**src/rtl/mem_port_arbiter_pkg.sv**
```systemverilog
// Shared encodings for the fetch/data SRAM port arbiter.
package mem_arb_pkg;

    localparam int unsigned DATA_W = 32;

    // Which port owns the read data returning from the SRAM next cycle
    typedef enum logic [1:0] {
        OWN_NONE = 2'd0,
        OWN_IF   = 2'd1,
        OWN_D    = 2'd2
    } owner_e;

    // Source selected by the priority mux this cycle
    typedef enum logic [1:0] {
        SRC_NONE = 2'd0,
        SRC_IF   = 2'd1,
        SRC_LD   = 2'd2,
        SRC_ST   = 2'd3
    } src_e;

    // Byte address to word index; callers cast down to the SRAM width (wraps)
    function automatic logic [29:0] byte2word(input logic [31:0] byte_addr);
        return byte_addr[31:2];
    endfunction

endpackage

```
**src/rtl/mem_port_arbiter_if.sv**
```systemverilog
// Core-side request/return buses plus the unified SRAM port.
interface mem_port_arbiter_if #(
    parameter int unsigned AW = 12
);
    logic          if_req;
    logic [31:0]   if_addr;
    logic          if_gnt;
    logic          if_rvalid;
    logic [31:0]   if_rdata;

    logic          d_re;
    logic [31:0]   d_raddr;
    logic          d_we;
    logic [31:0]   d_waddr;
    logic [31:0]   d_wdata;
    logic          d_gnt;
    logic          d_rvalid;
    logic [31:0]   d_rdata;

    logic          mem_en;
    logic          mem_we;
    logic [AW-1:0] mem_addr;
    logic [31:0]   mem_wdata;
    logic [31:0]   mem_rdata;

    // Arbiter view
    modport slave (
        input  if_req, if_addr, d_re, d_raddr, d_we, d_waddr, d_wdata, mem_rdata,
        output if_gnt, if_rvalid, if_rdata, d_gnt, d_rvalid, d_rdata,
        output mem_en, mem_we, mem_addr, mem_wdata
    );

    // Core + SRAM view
    modport master (
        output if_req, if_addr, d_re, d_raddr, d_we, d_waddr, d_wdata, mem_rdata,
        input  if_gnt, if_rvalid, if_rdata, d_gnt, d_rvalid, d_rdata,
        input  mem_en, mem_we, mem_addr, mem_wdata
    );
endinterface

```
**src/rtl/mem_arb_starve_ctr.sv**
```systemverilog
// Counts consecutive denied fetch cycles; forces fetch to win once saturated.
module mem_arb_starve_ctr #(
    parameter int unsigned STARVE_MAX = 4
) (
    input  logic clk,
    input  logic rst_n,
    input  logic if_req_i,
    input  logic if_gnt_i,
    output logic force_if_o
);
    localparam int unsigned CW = $clog2(STARVE_MAX + 1);

    logic [CW-1:0] cnt_q;
    logic [CW-1:0] cnt_d;

    // Saturating increment while fetch waits; clear when granted or withdrawn
    always_comb begin
        cnt_d = cnt_q;
        if (!if_req_i || if_gnt_i) begin
            cnt_d = '0;
        end else if (cnt_q != CW'(STARVE_MAX)) begin
            cnt_d = cnt_q + CW'(1);
        end
    end

    // Counter register
    always_ff @(posedge clk or negedge rst_n) begin
        if (!rst_n) begin
            cnt_q <= '0;
        end else begin
            cnt_q <= cnt_d;
        end
    end

    assign force_if_o = (cnt_q == CW'(STARVE_MAX));

endmodule

```
**src/rtl/mem_port_arbiter.sv**
```systemverilog
// Arbitrates one single-port SRAM between instruction fetch and data load/store,
// granting one access per cycle and steering read data back to its owner.
module mem_port_arbiter
    import mem_arb_pkg::*;
#(
    parameter int unsigned AW         = 12,
    parameter int unsigned STARVE_MAX = 4
) (
    input  logic               clk,
    input  logic               rst_n,
    mem_port_arbiter_if.slave  bus
);
    owner_e owner_q;
    owner_e owner_d;
    src_e   sel;
    logic   force_if;

    mem_arb_starve_ctr #(
        .STARVE_MAX (STARVE_MAX)
    ) u_starve (
        .clk        (clk),
        .rst_n      (rst_n),
        .if_req_i   (bus.if_req),
        .if_gnt_i   (bus.if_gnt),
        .force_if_o (force_if)
    );

    // Priority mux: starved fetch, then store, load, fetch; nothing while in reset
    always_comb begin
        sel = SRC_NONE;
        if (!rst_n) begin
            sel = SRC_NONE;
        end else if (force_if && bus.if_req) begin
            sel = SRC_IF;
        end else if (bus.d_we) begin
            sel = SRC_ST;
        end else if (bus.d_re) begin
            sel = SRC_LD;
        end else if (bus.if_req) begin
            sel = SRC_IF;
        end
    end

    // Grants, SRAM drive and next owner from the selected source
    always_comb begin
        owner_d       = OWN_NONE;
        bus.if_gnt    = 1'b0;
        bus.d_gnt     = 1'b0;
        bus.mem_en    = 1'b0;
        bus.mem_we    = 1'b0;
        bus.mem_addr  = '0;
        bus.mem_wdata = '0;
        case (sel)
            SRC_IF: begin
                owner_d      = OWN_IF;
                bus.if_gnt   = 1'b1;
                bus.mem_en   = 1'b1;
                bus.mem_addr = AW'(byte2word(bus.if_addr));
            end
            SRC_LD: begin
                owner_d      = OWN_D;
                bus.d_gnt    = 1'b1;
                bus.mem_en   = 1'b1;
                bus.mem_addr = AW'(byte2word(bus.d_raddr));
            end
            SRC_ST: begin
                bus.d_gnt     = 1'b1;
                bus.mem_en    = 1'b1;
                bus.mem_we    = 1'b1;
                bus.mem_addr  = AW'(byte2word(bus.d_waddr));
                bus.mem_wdata = bus.d_wdata;
            end
            default: ;
        endcase
    end

    // Owner of next cycle's SRAM read data
    always_ff @(posedge clk or negedge rst_n) begin
        if (!rst_n) begin
            owner_q <= OWN_NONE;
        end else begin
            owner_q <= owner_d;
        end
    end

    // Return routing: data only to the owning port, zero otherwise
    always_comb begin
        bus.if_rvalid = (owner_q == OWN_IF);
        bus.d_rvalid  = (owner_q == OWN_D);
        bus.if_rdata  = bus.if_rvalid ? bus.mem_rdata : '0;
        bus.d_rdata   = bus.d_rvalid  ? bus.mem_rdata : '0;
    end

endmodule

```
**src/flat_wrapper.sv**
```systemverilog
// flat-port wrapper written by rule: the top's interface ports become plain ports
module mem_port_arbiter_flat import mem_arb_pkg::*;
#(
    parameter int unsigned AW         = 12,
    parameter int unsigned STARVE_MAX = 4
)
  (clk, rst_n, bus_if_req, bus_if_addr, bus_d_re, bus_d_raddr, bus_d_we, bus_d_waddr, bus_d_wdata, bus_mem_rdata, bus_if_gnt, bus_if_rvalid, bus_if_rdata, bus_d_gnt, bus_d_rvalid, bus_d_rdata, bus_mem_en, bus_mem_we, bus_mem_addr, bus_mem_wdata);
  mem_port_arbiter_if #(.AW(AW)) bus_i ();
  input  logic clk;
  input  logic rst_n;
  input wire logic [$bits(bus_i.if_req)-1:0] bus_if_req;
  input wire logic [$bits(bus_i.if_addr)-1:0] bus_if_addr;
  input wire logic [$bits(bus_i.d_re)-1:0] bus_d_re;
  input wire logic [$bits(bus_i.d_raddr)-1:0] bus_d_raddr;
  input wire logic [$bits(bus_i.d_we)-1:0] bus_d_we;
  input wire logic [$bits(bus_i.d_waddr)-1:0] bus_d_waddr;
  input wire logic [$bits(bus_i.d_wdata)-1:0] bus_d_wdata;
  input wire logic [$bits(bus_i.mem_rdata)-1:0] bus_mem_rdata;
  output wire logic [$bits(bus_i.if_gnt)-1:0] bus_if_gnt;
  output wire logic [$bits(bus_i.if_rvalid)-1:0] bus_if_rvalid;
  output wire logic [$bits(bus_i.if_rdata)-1:0] bus_if_rdata;
  output wire logic [$bits(bus_i.d_gnt)-1:0] bus_d_gnt;
  output wire logic [$bits(bus_i.d_rvalid)-1:0] bus_d_rvalid;
  output wire logic [$bits(bus_i.d_rdata)-1:0] bus_d_rdata;
  output wire logic [$bits(bus_i.mem_en)-1:0] bus_mem_en;
  output wire logic [$bits(bus_i.mem_we)-1:0] bus_mem_we;
  output wire logic [$bits(bus_i.mem_addr)-1:0] bus_mem_addr;
  output wire logic [$bits(bus_i.mem_wdata)-1:0] bus_mem_wdata;
  assign bus_i.if_req = bus_if_req;
  assign bus_i.if_addr = bus_if_addr;
  assign bus_i.d_re = bus_d_re;
  assign bus_i.d_raddr = bus_d_raddr;
  assign bus_i.d_we = bus_d_we;
  assign bus_i.d_waddr = bus_d_waddr;
  assign bus_i.d_wdata = bus_d_wdata;
  assign bus_i.mem_rdata = bus_mem_rdata;
  assign bus_if_gnt = bus_i.if_gnt;
  assign bus_if_rvalid = bus_i.if_rvalid;
  assign bus_if_rdata = bus_i.if_rdata;
  assign bus_d_gnt = bus_i.d_gnt;
  assign bus_d_rvalid = bus_i.d_rvalid;
  assign bus_d_rdata = bus_i.d_rdata;
  assign bus_mem_en = bus_i.mem_en;
  assign bus_mem_we = bus_i.mem_we;
  assign bus_mem_addr = bus_i.mem_addr;
  assign bus_mem_wdata = bus_i.mem_wdata;
  mem_port_arbiter #(.AW(AW), .STARVE_MAX(STARVE_MAX)) u_core (.clk(clk), .rst_n(rst_n), .bus(bus_i));
endmodule
```
**config.mk**
```make
export PLATFORM = sky130hd
export DESIGN_NAME = mem_port_arbiter_flat
export DESIGN_NICKNAME = d
export VERILOG_FILES = /design/src/rtl/mem_port_arbiter_pkg.sv /design/src/rtl/mem_port_arbiter_if.sv /design/src/rtl/mem_arb_starve_ctr.sv /design/src/rtl/mem_port_arbiter.sv /design/src/flat_wrapper.sv
export SDC_FILE = /design/constraint.sdc
export NUM_CORES = 1
export LEC_CHECK = 0
export BUFFER_PORTS_ARGS = -buffer_cell sky130_fd_sc_hd__buf_2
export CAP_MARGIN = 10
export CORE_AREA = 2 2 109 111
export DETAILED_ROUTE_END_ITERATION = 8
export DIE_AREA = 0 0 111 113
export PLACE_DENSITY = 0.56
export SYNTH_ARGS = -nofsm -noshare
export SYNTH_HDL_FRONTEND = slang
export SYNTH_SLANG_ARGS = --single-unit
```
**constraint.sdc**
```tcl
create_clock -name clk -period 1.5 [get_ports clk]
set_input_delay 0 -clock clk [delete_from_list [all_inputs] [get_ports clk]]
set_output_delay 0 -clock clk [all_outputs]
set_load 0.005 [all_outputs]
```
==> results.txt, run 1 <==
worst-path fanout max -> 7
adder-cell share of the synthesized area -> 2.12%
Mapped Area -> 1180 sq um
gr usage total -> 8.42%
Max Cap Viol -> 0
finished layout cell area -> 2860 sq um
Area after DPL -> 2510 sq um
Multi-input gate area -> 1060 sq um
Compound-Gate Fraction of Synth Area -> 13.6%
grt ovf -> 0
Least-Margin Pin Slew -> 0.527 ns
CP max stage delay -> 0.39 ns
Sum Neg Setup Slack -> -6.22 ns
CP Launch Type -> register
Reg2Reg Depth -> 6
DR WL met3 -> 453 um
DR WL met2 -> 3270 um
top cells by area, synth -> and2_1 (51%), dfrtp_1 (11%), a221o_1 (10%)
Synth Net Count -> 334
Synth Area in Simple Gates -> 67.2%
antenna-violating nets left -> 0
Distinct cells, synth -> 22
Num Clock Sinks -> 5
Final setup viols -> 44
chip width -> 111 um
largest net degree at the start of global routing -> 34
minimum clock period -> 1.68 ns
status -> finished with violations
WP data required -> 1.50 ns
fin worst setup slack -> -0.183 ns
register bit total from synthesis -> 5
Worst-path clk slew -> 0.04 ns
r2r setup slk -> 0.16 ns
P_leak -> 1.69 nW
mean post-synth cell area -> 7.06 sq um
H-tree levels -> 1
most frequent cells in the layout -> buf_2 (201), and2_1 (80), buf_6 (25), and2_4 (16)
mux cell area share after synthesis -> 0%
total number of vias -> 2029
CORE AREA -> 11300 sq um
CTS tree -> done
Max transition margin -> 64.8%
# fillers -> 1228
Initial Util -> 10.5%
Worst Hold Depth -> 3
Seq/Total Area, Yosys -> 10.6%
first-pass GRT wire length -> 8990 um
FP Rows -> 39
Power Total -> 0.00123 W
share of cells above drive strength 1 -> 67.3%
Via density -> 3.77
cell count after synthesis -> 167
Slew Limit Fails -> 0
Die Ht -> 113 um
post-synthesis xor/xnor area fraction -> 0.743%
Num CTS Buffers -> 3
crit-path cells -> inv_2 > ha_4 > and3_4 > nor2_4 > buf_6 > a221o_1 > buf_2
drt total wl -> 6050 um
PortBufs -> 218
largest family of logic cells by synthesized area -> simple AND/OR/NAND/NOR gates
1st-pass router iterations -> 4
clk_lat worst skew -> 0.23 ns
Synth top area share -> 51.0%
DP HPWL -> 4950 um
layout net count -> 563
Crit-path slowest cell -> dfrtp_1
Hold EP -> u_core.u_starve.cnt_q[0]
Max IR drop VDD -> 0.293 mV
I/O pin count -> 279
Area Overhead vs Synth -> 142%
Synth area leader -> and2_1
Reg area -> 125 sq um
number of DRC markers in iteration 0 -> 43
initial antenna violation count -> 0
drt drc -> 0
FMAX -> 0.594 GHz
CP Data Arrival Time -> 1.68 ns
post-layout util -> 25.3%
Final Hold Vio Count -> 0
vias in the first global route -> 1863
n_diodes -> 0
Reg-to-Reg End -> u_core.u_starve.cnt_q[1]
pwr/cell area -> 431 nW/um^2
routed len/inst -> 11.2 um
DR top layer -> met4
GPL Wtd Cong -> 0.761
kind of critical path -> reg -> out
Hold Path Class -> in -> reg
Final period util -> 112%
RSZ-0062 raised after global routing -> true
Die Area -> 12500 sq um
number of synthesis warnings -> 0
worst hold start -> bus_if_req
violated checks -> negative setup slack
worst r2r src -> u_core.u_starve.cnt_q[1]
Worst setup EP type -> primary output
Root Buffer -> clkbuf_16
most common cell after layout, fill and taps aside -> buf_2
DRT met1 WL -> 2290 um
CTS max path bufs -> 2
Clock Skew -> 0.00209 ns
[worst max-delay path, delay by kind of cell, from the launching register on]
family	cells	cell delay (ns)
compound gates	1	0.30
fa+ha+maj	1	0.14
buf+inv	3	0.35
flops	1	0.39
simple gates	2	0.27
[cells in the mapped netlist]
cell / instances
nor2b_1: 2
a31oi_1: 1
nor3_2: 1
nor2_1: 3
and3_4: 1
xnor2_1: 1
nand3b_1: 2
nor2_2: 1
nor3b_1: 12
dfrtp_1: 5
or3_1: 1
buf_2: 6
nor3_1: 2
o21ai_0: 2
o31a_1: 1
clkbuf_1: 7
and2_1: 96
inv_1: 3
ha_1: 2
a2bb2oi_2: 1
nand2_1: 5
a221o_1: 12
[logic make-up after synthesis]
group                      Yosys count
AOI/OAI and AO/OA                   17
adders and majority gates            2
and+or+nand+nor                    126
xor gates and xnor gates             1
buffers and inverters               16
DFF                                  5
[stage by stage]
step / hold WS, ns / setup slack (ns) / std cells
6_report: 0.0946 / -0.183 / 538
5_1_grt: 0.112 / -0.257 / 538
4_1_cts: 0.0918 / -0.195 / 536
3_5_place_dp: -0.130 / -0.0447 / 529
3_3_place_gp: -0.138 / -0.0187 / 529
2_1_floorplan: -0.296 / 0.0773 / 167
[metal layers]
metal  vias up  track usage [%]
li1       1010                -
met1       915             9.83
met2       101             16.1
met3         3             1.71
met4         0             1.42
met5         -                0
[where the power goes]
part	total (W)	switching [W]	internal, W
registers	0.000161	0.0000115	0.000149
clock network	0.000445	0.0000961	0.000349
logic	0.000626	0.000252	0.000374
[final cells by class]
type	count	share of cell area, %
sequential	5	4.38
clock inverter	1	0.175
tap	143	6.27
multi-input combinational	146	37.0
inverter	3	0.394
clock buffer	3	2.63
timing repair buffer	237	49.1
[how the worst max path moves through the flow]
stage	cells after the start	slack, ns	start	endpoint
after floorplan	6	0.08	u_core.u_starve.cnt_q[0]	bus_mem_addr[11]
after global placement	7	-0.02	u_core.u_starve.cnt_q[1]	bus_mem_addr[10]
after detailed placement	7	-0.04	u_core.u_starve.cnt_q[1]	bus_mem_addr[2]
after CTS	7	-0.19	u_core.u_starve.cnt_q[1]	bus_mem_addr[2]
after global routing	7	-0.26	u_core.u_starve.cnt_q[0]	bus_mem_addr[9]
final	7	-0.18	u_core.u_starve.cnt_q[1]	bus_mem_addr[10]
[registers in the layout (all words and copies together) (netlist names)]
name,flops
u_core.owner_q,2
u_core.u_starve.cnt_q,3
[repair_timing]
| action | CTS | global route |
|---|---|---|
| pin swaps | 26 | 3 |
| hold endpoints to repair | 5 | 0 |
| hold buffers | 1 | 0 |
| setup endpoints to repair | 46 | 47 |
| gates cloned | 1 | 1 |
| setup buffers | 1 | 1 |
| resized for setup | 37 | 11 |
No activity file was read; power rests on OpenSTA's default activity.
==> inputs of run 2 (changes only) <==
--- a/config.mk
+++ b/config.mk
@@ -11,6 +11,7 @@
 export DETAILED_ROUTE_END_ITERATION = 8
 export DIE_AREA = 0 0 111 113
 export PLACE_DENSITY = 0.56
+export SKIP_LAST_GASP = 1
 export SYNTH_ARGS = -nofsm -noshare
 export SYNTH_HDL_FRONTEND = slang
 export SYNTH_SLANG_ARGS = --single-unit
==> run 2 against run 1 <==
Effect of this change:
- the run still ends with negative setup slack left
- sequential power about the same
- routed wire length down 2.6%
- worst setup slack better by 0.0034 ns
- hold slack worse by 0.00079 ns
- final area down 2.1%
- global-route usage down 0.12 points
- sequential share of layout area up 0.092 points
- highest routed layer unchanged
==> results.txt, run 2 (same netlist as run 1, synthesis figures left out) <==
CTS max path bufs -> 2
Pint -> 0.000858 W
Place WS -> -0.0447 ns
finished layout cell area -> 2800 sq um
Reg2Reg Depth -> 6
clk_lat worst skew -> 0.23 ns
Clock Skew -> 0.00200 ns
largest net degree at the start of global routing -> 34
worst setup path end -> bus_mem_addr[2]
FP Rows -> 39
grt ovf -> 0
PortBufs -> 218
CP Launch Type -> register
most frequent cells in the layout -> buf_2 (205), and2_1 (82), buf_6 (20), and2_4 (14)
first-pass GRT wire length -> 8860 um
met2 Resource Use GR -> 15.7%
power share of the sequential group -> 13.3%
Num Clock Sinks -> 5
Die Ht -> 113 um
share of cells above drive strength 1 -> 66.8%
Die Area -> 12500 sq um
Area Overhead vs Synth -> 137%
combinational share of power -> 50.0%
CORE AREA -> 11300 sq um
Max IR drop VDD -> 0.304 mV
Hold Path Class -> in -> reg
Initial Util -> 10.5%
CP max stage delay -> 0.39 ns
CTS tree -> done
RSZ-0062 raised after global routing -> true
Top reg by flops -> u_core.u_starve.cnt_q
global-route met3 utilization -> 1.71%
drt drc -> 0
1st-pass router iterations -> 4
Clock power frac -> 36.8%
total number of vias -> 2014
CP Data Arrival Time -> 1.68 ns
drt total wl -> 5890 um
fin worst setup slack -> -0.179 ns
Least-Margin Pin Slew -> 0.526 ns
most common cell after layout, fill and taps aside -> buf_2
Crit-path slowest cell -> dfrtp_1
CP Launch Point -> u_core.u_starve.cnt_q[1]
Sw Pwr -> 0.000355 W
routed len/inst -> 11.0 um
FMAX -> 0.596 GHz
Worst-path clk slew -> 0.03 ns
Final setup viols -> 44
I/O pin count -> 279
minimum clock period -> 1.68 ns
final cell count without fillers -> 537
Area after DPL -> 2510 sq um
crit-path cells -> inv_2 > ha_4 > and3_4 > nor2_4 > buf_6 > a221o_1 > buf_2
Root Buffer -> clkbuf_16
chip width -> 111 um
layout net count -> 562
Switching Fraction -> 29.3%
GPL Wtd Cong -> 0.761
initial antenna violation count -> 0
Multi-input gate area -> 1050 sq um
Reg-to-Reg End -> u_core.u_starve.cnt_q[1]
Max Cap Viol -> 0
Final Hold Vio Count -> 0
n_diodes -> 0
Max transition margin -> 64.8%
Largest register FFs -> 3
met1 GRT Util -> 9.79%
gr usage total -> 8.29%
# fillers -> 1226
r2r setup slk -> 0.16 ns
Num CTS Buffers -> 3
WP data required -> 1.50 ns
status -> finished with violations
final hold slack -> 0.0938 ns
Via density -> 3.75
H-tree levels -> 1
Top Usage Layer GRT -> met2
worst r2r src -> u_core.u_starve.cnt_q[1]
DP Cell Count -> 529
Worst setup EP type -> primary output
DP HPWL -> 4950 um
antenna-violating nets left -> 0
worst-path fanout max -> 7
P_leak -> 1.67 nW
Slew Limit Fails -> 0
violated checks -> negative setup slack
Final period util -> 112%
Reg area -> 125 sq um
number of DRC markers in iteration 0 -> 40
kind of critical path -> reg -> out
vias in the first global route -> 1849
pwr/cell area -> 434 nW/um^2
top flop regs -> u_core.u_starve.cnt_q x3, u_core.owner_q x2
==> run 2: changes by cell type in the layout (fill, tap and decap cells not counted), sizes merged <==
cell / delta
clkbuf: -1
==> run 2: worst min-delay path by stage <==
stage,from,end,slack [ns],depth (start not counted)
global route,bus_if_req,u_core.u_starve.cnt_q[0],0.11,3
CTS,bus_if_req,u_core.u_starve.cnt_q[0],0.09,3
detailed placement,rst_n,u_core.u_starve.cnt_q[1],-0.13,1
floorplan,rst_n,u_core.owner_q[0],-0.30,0
global placement,rst_n,u_core.u_starve.cnt_q[0],-0.14,1
finish,bus_if_req,u_core.u_starve.cnt_q[0],0.09,3
==> run 2: repair_timing <==
| action | in CTS | in global routing |
|---|---|---|
| hold endpoints to repair | 5 | 0 |
| buffers inserted | 1 | 1 |
| pin swaps | 26 | 3 |
| gates resized for setup | 30 | 11 |
| gates cloned | 1 | 0 |
| setup endpoints to repair | 46 | 47 |
| hold buffers | 1 | 0 |
==> run 2: layer usage <==
layer  share of wire [%]  wire, um
met1                  38      2210
met5                   0         0
met2                  54      3200
met4                0.49        29
met3                 7.7       453
==> run 2: cell type report <==
cell class / count / share of cell area, %
Tap cell: 143 / 6.40
Clock inverter: 1 / 0.179
Sequential cell: 5 / 4.47
Multi-Input combinational cell: 146 / 37.6
Inverter: 3 / 0.403
Clock buffer: 3 / 2.68
Timing Repair Buffer: 236 / 48.2
==> run 2: power by group through the flow <==
stage,registers [W],logic (W),clock network (W)
floorplan,0.000159,0.000211,0
global placement,0.000159,0.000520,0
detailed placement,0.000160,0.000530,0
CTS,0.000161,0.000588,0.000450
global route,0.000163,0.000670,0.000460
finish,0.000161,0.000606,0.000446
==> run 2: critical path, delay by kind of cell, from the launching register on <==
family	cells	cell delay (ns)
fa+ha+maj	1	0.14
flops	1	0.39
compound gates	1	0.31
simple gates	2	0.27
buf+inv	3	0.34
==> run 2: metrics by stage <==
step	util, %	TNS [ns]	power, W
after floorplan	-	0	0.000370
after global placement	22.3	-0.0741	0.000679
after detailed placement	22.3	-0.474	0.000690
after CTS	24.3	-6.77	0.00120
after global routing	24.8	-9.47	0.00129
final	24.8	-6.06	0.00121
